===== src/rtl/switch_alloc_rr.sv =====
// switch_alloc_rr: N-port switch allocator with per-output round-robin arbiters and a registered crossbar.
// Define SA_STATS_EN to add saturating per-output grant counters (stats_clr, grant_cnt).
module switch_alloc_rr #(
    parameter int NUM_PORTS = 5,
    parameter int DATASIZE  = 40,
    parameter int CNT_W     = 16
) (
    input  logic                          clk,
    input  logic                          rst_n,
    input  logic [NUM_PORTS*NUM_PORTS-1:0] label_in,
    input  logic [NUM_PORTS*DATASIZE-1:0]  data_in,
    input  logic [NUM_PORTS-1:0]           out_full,
    output logic [NUM_PORTS-1:0]           in_ready,
    output logic [NUM_PORTS-1:0]           data_valid,
    output logic [NUM_PORTS*DATASIZE-1:0]  data_out
`ifdef SA_STATS_EN
    ,
    input  logic                           stats_clr,
    output logic [NUM_PORTS*CNT_W-1:0]     grant_cnt
`endif
);

    localparam int PTR_W = $clog2(NUM_PORTS);

    logic [NUM_PORTS-1:0]           req_san [NUM_PORTS];
    logic [NUM_PORTS*NUM_PORTS-1:0] grant_flat;

    // Keep only the lowest set label bit so every input targets at most one output.
    for (genvar gi = 0; gi < NUM_PORTS; gi++) begin : g_san
        logic [NUM_PORTS-1:0] lbl;
        assign lbl         = label_in[gi*NUM_PORTS +: NUM_PORTS];
        assign req_san[gi] = lbl & (~lbl + NUM_PORTS'(1));
    end

    for (genvar gi = 0; gi < NUM_PORTS; gi++) begin : g_out
        logic [NUM_PORTS-1:0] req_col;
        logic [NUM_PORTS-1:0] grant_vec;
        logic [PTR_W-1:0]     grant_idx;
        logic [PTR_W-1:0]     ptr_reg;
        logic                 grant_any;
        logic [DATASIZE-1:0]  grant_data;
        logic [DATASIZE-1:0]  dout_reg;
        logic                 dvalid_reg;

        always_comb begin
            for (int i = 0; i < NUM_PORTS; i++) begin
                req_col[i] = req_san[i][gi];
            end
        end

        // Search starts one past the last winner, wrapping at NUM_PORTS.
        always_comb begin
            int               idx;
            logic [PTR_W-1:0] sel;
            grant_vec = '0;
            grant_idx = ptr_reg;
            grant_any = 1'b0;
            idx       = 0;
            sel       = '0;
            if (!out_full[gi]) begin
                for (int k = 1; k <= NUM_PORTS; k++) begin
                    idx = int'(ptr_reg) + k;
                    if (idx >= NUM_PORTS) begin
                        idx = idx - NUM_PORTS;
                    end
                    sel = PTR_W'(idx);
                    if (!grant_any && req_col[sel]) begin
                        grant_any      = 1'b1;
                        grant_idx      = sel;
                        grant_vec[sel] = 1'b1;
                    end
                end
            end
        end

        assign grant_data = data_in[grant_idx*DATASIZE +: DATASIZE];
        assign grant_flat[gi*NUM_PORTS +: NUM_PORTS] = grant_vec;

        always_ff @(posedge clk or negedge rst_n) begin
            if (!rst_n) begin
                ptr_reg    <= PTR_W'(NUM_PORTS - 1);
                dvalid_reg <= 1'b0;
                dout_reg   <= '0;
            end else begin
                dvalid_reg <= grant_any;
                if (grant_any) begin
                    ptr_reg  <= grant_idx;
                    dout_reg <= grant_data;
                end
            end
        end

        assign data_valid[gi]                    = dvalid_reg;
        assign data_out[gi*DATASIZE +: DATASIZE] = dout_reg;

`ifdef SA_STATS_EN
        logic [CNT_W-1:0] cnt_reg;

        // Clear wins over increment; the counter sticks at all-ones.
        always_ff @(posedge clk or negedge rst_n) begin
            if (!rst_n) begin
                cnt_reg <= '0;
            end else if (stats_clr) begin
                cnt_reg <= '0;
            end else if (grant_any && (cnt_reg != '1)) begin
                cnt_reg <= cnt_reg + CNT_W'(1);
            end
        end

        assign grant_cnt[gi*CNT_W +: CNT_W] = cnt_reg;
`endif
    end

    always_comb begin
        in_ready = '0;
        for (int o = 0; o < NUM_PORTS; o++) begin
            for (int i = 0; i < NUM_PORTS; i++) begin
                in_ready[i] = in_ready[i] | grant_flat[o*NUM_PORTS + i];
            end
        end
    end

endmodule

===== config.mk =====
export PLATFORM = sky130hd
export DESIGN_NAME = switch_alloc_rr
export DESIGN_NICKNAME = d
export VERILOG_FILES = /design/src/rtl/switch_alloc_rr.sv
export SDC_FILE = /design/constraint.sdc
export NUM_CORES = 1
export LEC_CHECK = 0
export ABC_CLOCK_PERIOD_IN_PS = 5300
export BUFFER_PORTS_ARGS = -buffer_cell sky130_fd_sc_hd__buf_2
export CORE_ASPECT_RATIO = 0.7
export CORE_MARGIN = 10
export CORE_UTILIZATION = 40
export CTS_CLUSTER_SIZE = 10
export DETAILED_ROUTE_END_ITERATION = 8
export GPL_TIMING_DRIVEN = 0
export PLACE_DENSITY = 0.56
export SYNTH_ARGS = -nofsm -noshare
export SYNTH_HDL_FRONTEND = slang
export SYNTH_SLANG_ARGS = --single-unit
export TNS_END_PERCENT = 100

===== constraint.sdc =====
create_clock -name clk -period 5.3 [get_ports clk]
set_clock_uncertainty 0.05 [all_clocks]
set_input_delay 0 -clock clk [delete_from_list [all_inputs] [get_ports clk]]
set_output_delay 0 -clock clk [all_outputs]
set_load 0.03 [all_outputs]

# Yosys cells after proc, flatten, opt, wreduce, memory -nomap -nowiden
# Cells that the tools add are included.
# word_totals
mem_bits_rw	0
latch_bits	0
output_inout_bits	210
regBits	220
input_bits	232
memories	0
mem_bits_ro	0
elab_cells	550
# op_classes
n_eq_ne	0
n_mul	5
muxes	280
addsub	55
n_lt_le_gt_ge	75
div_mod_pow	0
reduce_logical	65
n_bitwise	50
shift	5
# ops
operator	n
indexed part select 200 x 10 -> 40 bit	5
2-to-1 mux 5 bit	50
2-to-1 mux 3 bit	80
greater-or-equal comparator 4 x 3 -> 1 bit (second input constant)	25
less-than comparator 3 x 4 -> 1 bit (second input constant)	25
2-to-1 mux 1 bit	100
OR 5 bit	20
binary-select mux 1 bit (select 3 bit)	25
demux 1 bit (select 3 bit)	25
greater-or-equal comparator 3 x 1 -> 1 bit (second input constant)	25
subtractor 3 bit (second input constant)	25
logical AND 1 bit	45
adder 3 x 2 -> 4 bit (second input constant)	10
adder 3 x 3 -> 4 bit (second input constant)	10
multiplier 3 x 3 -> 6 bit (second input constant)	5
adder 5 x 1 -> 5 bit (second input constant)	5
bitwise AND 5 bit	5
inverter 5 bit	5
adder 3 x 1 -> 4 bit (second input constant)	5
zero test 1 bit	20
OR 1 bit	20

# Logic depth before layout (Yosys ltp)
# logic_depth
word_depth	28
mapped_depth	21
ltp_nobuf	16

# Worst setup path after synthesis
# Ideal clock, no wire load.
# synth_timing
path_kind	register to register
start	register g_out[1].ptr_reg[0]
end	register g_out[1].dout_reg[10]
n_path_buf	4
arrival_time_ps	4165
period_less_slack_ps	4302
setup_ps	87
stages_incl_launch_ff	20
setup_slack_ps	998
t_required_ps	5163
path_cell_list	dfrtp_1 buf_2 inv_2 clkbuf_1 ha_1 inv_1 fa_1 a21oi_2 mux2_2 o2111ai_1 o221ai_1 clkbuf_1 nor2_1 nand2_1 nor3_1 inv_1 a32oi_1 buf_2 mux2_2 o211ai_1
# synth_between
elab_chain_len	26
word_cells_on_any_way	61
cone_classes	add/sub (10); mul (1); order compare (5); shift (1); mux (36); reduce/logical (8)
# synth_rtl
element	line	source
start: declaration	39	logic [PTR_W-1:0] ptr_reg;
start signal: assignment	81	ptr_reg <= PTR_W'(NUM_PORTS - 1);
start signal: assignment	87	ptr_reg <= grant_idx;
adder 3 x 1 -> 4 bit	62	idx = int'(ptr_reg) + k;
greater-or-equal comparator 4 x 3 -> 1 bit or subtractor 3 bit (tied branches)	63, 64	
2-to-1 mux 3 bit	63	if (idx >= NUM_PORTS) begin
2-to-1 mux 3 bit	60	if (!out_full[gi]) begin
binary-select mux 1 bit (select 3 bit)	67	if (!grant_any && req_col[sel]) begin
2-to-1 mux 1 bit (not written as such)	67	
2-to-1 mux 1 bit	67	
2-to-1 mux 1 bit	60	
[... 10 more ...]	-	
2-to-1 mux 1 bit	67	
2-to-1 mux 1 bit	60	
zero test 1 bit	67	
logical AND 1 bit	67	
2-to-1 mux 3 bit	67	
2-to-1 mux 3 bit	60	
multiplier 3 x 3 -> 6 bit	76	assign grant_data = data_in[grant_idx*DATASIZE +: DATASIZE];
indexed part select 200 x 10 -> 40 bit	76	
end signal: assignment	88	dout_reg <= grant_data;
end: declaration	42	logic [DATASIZE-1:0] dout_reg;
# Several ways; a longest one is shown, not always the timed one. The select of a mux whose other input is x is not followed.
# A chain may end at the register's enable or synchronous reset.

# Worst setup path in the final report
# layout_timing
start	register g_out[0].ptr_reg[0]
end	output port in_ready[4]
# layout_between
elab_chain_len	28
word_cells_on_any_way	94
cone_classes	add/sub (10); order compare (15); mux (48); bitwise (8); reduce/logical (13)
# layout_rtl
element	line	source
start: declaration	39	
start signal: assignment	81	
start signal: assignment	87	
parallel branches: the longest is 22 deep, another holds adder 3 x 1 -> 4 bit	-	
2-to-1 mux 5 bit *	67	
2-to-1 mux 5 bit *	60	
OR 1 bit * (4 in a row)	118	in_ready[i] = in_ready[i] | grant_flat[o*NUM_PORTS + i];
end: declaration	13	output logic [NUM_PORTS-1:0] in_ready,
# Every way passes the cells marked *. The select of a mux whose other input is x is not followed.

==> flow_summary.toml <==
[sta]
slew_viol_final = 0
rsz0062_at_grt = "yes"
setup_ws_ns = 0.0636
slew_headroom_pct = 4.01
max_freq_mhz = 191
finalSetupViolations = 0
worst_pin_slew_ns = 1.42
post-route-min-period_ns = 5.24
finalCritPeriodShare_pct = 98.8
hold_ws_ns = -0.0118
hold_viol_final = 5

[clocking]
h-tree-depth = 1
cts_root_buffer = "clkbuf_16"
cts-buffers-inserted = 27
clock_path_buffers = 3
cts.sinks = 220
cts_tree = "done"
path_clk_slew_ns = 0.07
clk_latency_ns = 0.58

[critical_path]
arrival_ns = 5.19
rr_startpoint = "g_out[4].ptr_reg[2]$_DFFE_PN1P_"
critical_path_required_ns = 5.25
crit_start = "g_out[0].ptr_reg[0]$_DFFE_PN0P_"
path_max_fanout = 12
path_class = "flop to primary output"
endpoint_kind = "primary output"
cp-start-kind = "flop"

[route]
wl_per_cell_um = 30.8
wl_mm = 134
ant_nets = 0
via_per_inst = 6.83
vias = 29773
remaining_drc_errors = 0
drt-initial-drc-count = 4221
firstDrtPassIters = 7

[yosys]
synth_top_cell_by_area = "dfrtp_1"
synth.most_common_cell = "mux2i_1"
synth-seq-cells = 220
syn-instance-count = 2883
yosys_warnings = 0
netlist_area_um2 = 24600
ys_seq_area_share_pct = 22.4
synth_common_cells = "mux2i_1 (428), dfrtp_1 (215), clkbuf_1 (177)"
ys_top_cells_by_area = "dfrtp_1 (22%), mux2i_1 (17%), mux2_2 (3.9%)"
synth.distinct_cells = 110
synth_area_per_cell_um2 = 8.54
yosysTopAreaCellShare_pct = 21.8
ys.flop_type = "dfrtp_1"
syn-num-nets = 3172
synth_edf_count = 0
async_reset_ff_share_pct = 100

[grt]
met1_usage_pct = 50.1
grt_max_degree = 109
groute.usage.overall_pct = 35.2
met2_usage_pct = 51.1
use_met3_pct = 9.99
gr-total-overflow = 0
grt_pass1_vias = 28861
antenna_found_initial = 8
top_usage_layer = "met2"
grt_pass1_wl_mm = 195

[final_layout]
syn2layout_area_growth_pct = 27.0
final_util_pct = 51.8
largest_reg_flops = 200
fin_nets = 3819
n_fill_cell = 5612
final_cell_area_um2 = 31300
drive_gt1_share_pct = 24.8

[hold_path]
worstHoldPathType = "input pin to asynchronous set/reset pin"

[run_status]
outcome = "complete, but fails checks"
violations = "negative hold slack"

[placed_design]
dpl_cell_area_um2 = 27800
dp_worst_setup_slack_ns = -1.53
place.gp.congestion = 1.00
io_buffers = 416
place.detailed.hpwl_mm = 102

[die]
coreArea_um2 = 60400
die_area_um2 = 72000
initial_core_util_pct = 40.7
dieWidth_um = 317
die_h_um = 228
rows = 75
num_io_pins = 442

[flow_run]
maxCapViolCount = 0
==> area by class of cell <==
cell class	instances	area [um2]	share of cell area [%]
Sequential cell	220	5520	17.6
Multi-Input combinational cell	2309	18000	57.5
Buffer	282	1510	4.84
Antenna cell	7	17.5	0.0560
Tap cell	808	1010	3.23
Inverter	64	240	0.768
Clock buffer	40	734	2.35
Timing Repair Buffer	626	4210	13.4
Clock inverter	4	70.1	0.224
==> through the flow <==
stage,hold slack [ns],instances,TNS [ns]
after CTS,0.0108,4343,-0.0147
after floorplan,-0.346,2883,0
final,-0.0118,4360,0
after global placement,0.260,4107,-173.41
after detailed placement,-0.192,4110,-137.66
after global routing,0.0574,4356,-0.0781
==> worst paths after layout <==
| check | slack (ns) | to | cells after the start |
|---|---|---|---|
| min in group clk | 0.03 | g_out[2].dout_reg[26]$_DFFE_PN0P_ | 3 |
| setup / recovery | 0.06 | in_ready[4] | 17 |
| setup reg to reg | 0.10 | g_out[4].dout_reg[9]$_DFFE_PN0P_ | 16 |
| hold reg to reg | 0.45 | g_out[3].dout_reg[36]$_DFFE_PN0P_ | 2 |
| hold / removal | -0.01 | g_out[1].dout_reg[39]$_DFFE_PN0P_ | 3 |
| max in group asynchronous | 3.85 | g_out[1].ptr_reg[1]$_DFFE_PN0P_ | 3 |
==> what timing repair did <==
action	4_1_cts	5_1_grt
hold buffers	192	0
endpoints found under the setup margin	182	206
endpoints found under the hold margin	423	0
gates resized for setup	79	129
setup buffers	0	15
pin swaps	0	6
==> kinds of logic after synthesis <==
| family | Yosys count | share of synthesized area, % |
|---|---|---|
| xor gates and xnor gates | 29 | 1.03 |
| and+or+nand+nor | 683 | 13.9 |
| AOI/OAI and AO/OA | 1025 | 31.5 |
| DFF | 220 | 22.4 |
| muxes | 515 | 21.5 |
| adders and majority gates | 57 | 3.05 |
| buffers and inverters | 354 | 6.65 |
==> layer usage <==
layer  vias to the layer above  wire length, um
li1                      12592                -
met1                     14790            57600
met2                      2126            56000
met3                       263            16900
met4                         2             3730
met5                         -               13
==> cell usage in the layout (no fill, tap or decap), types with 32 or more instances in the layout <==
master / count
buf_2: 459
mux2i_1: 427
dfrtp_1: 210
dlygate4sd3_1: 192
a21oi_1: 169
nand2_1: 166
nor2_1: 165
clkbuf_1: 137
a22oi_1: 127
o211ai_1: 113
nand3_1: 88
o21ai_0: 88
o221ai_1: 88
mux2_2: 85
inv_1: 52
ha_1: 51
nor2b_1: 45
clkbuf_2: 44
o22ai_1: 44
o221ai_2: 43
a221oi_1: 43
a221o_1: 42
nor3_1: 41
a31oi_1: 38
buf_4: 32
==> worst max-delay path, stage by stage (launching register included) <==
cell and delay [ns]:
dfrtp_2 0.46, buf_4 0.21, inv_2 0.09, clkbuf_4 0.24
ha_1 0.20, inv_1 0.06, fa_1 0.48, o21ai_1 0.30
a21oi_1 0.14, o21ai_1 0.32, o2111ai_4 0.23, or2_1 0.27
buf_2 0.16, or2_1 0.30, a31oi_4 0.25, nor3_4 0.12
or4_1 0.55, buf_2 0.21
Power is left out: the tool's default activity adds up to more than one toggle a clock period on the data nets, which glitch-free logic cannot reach.
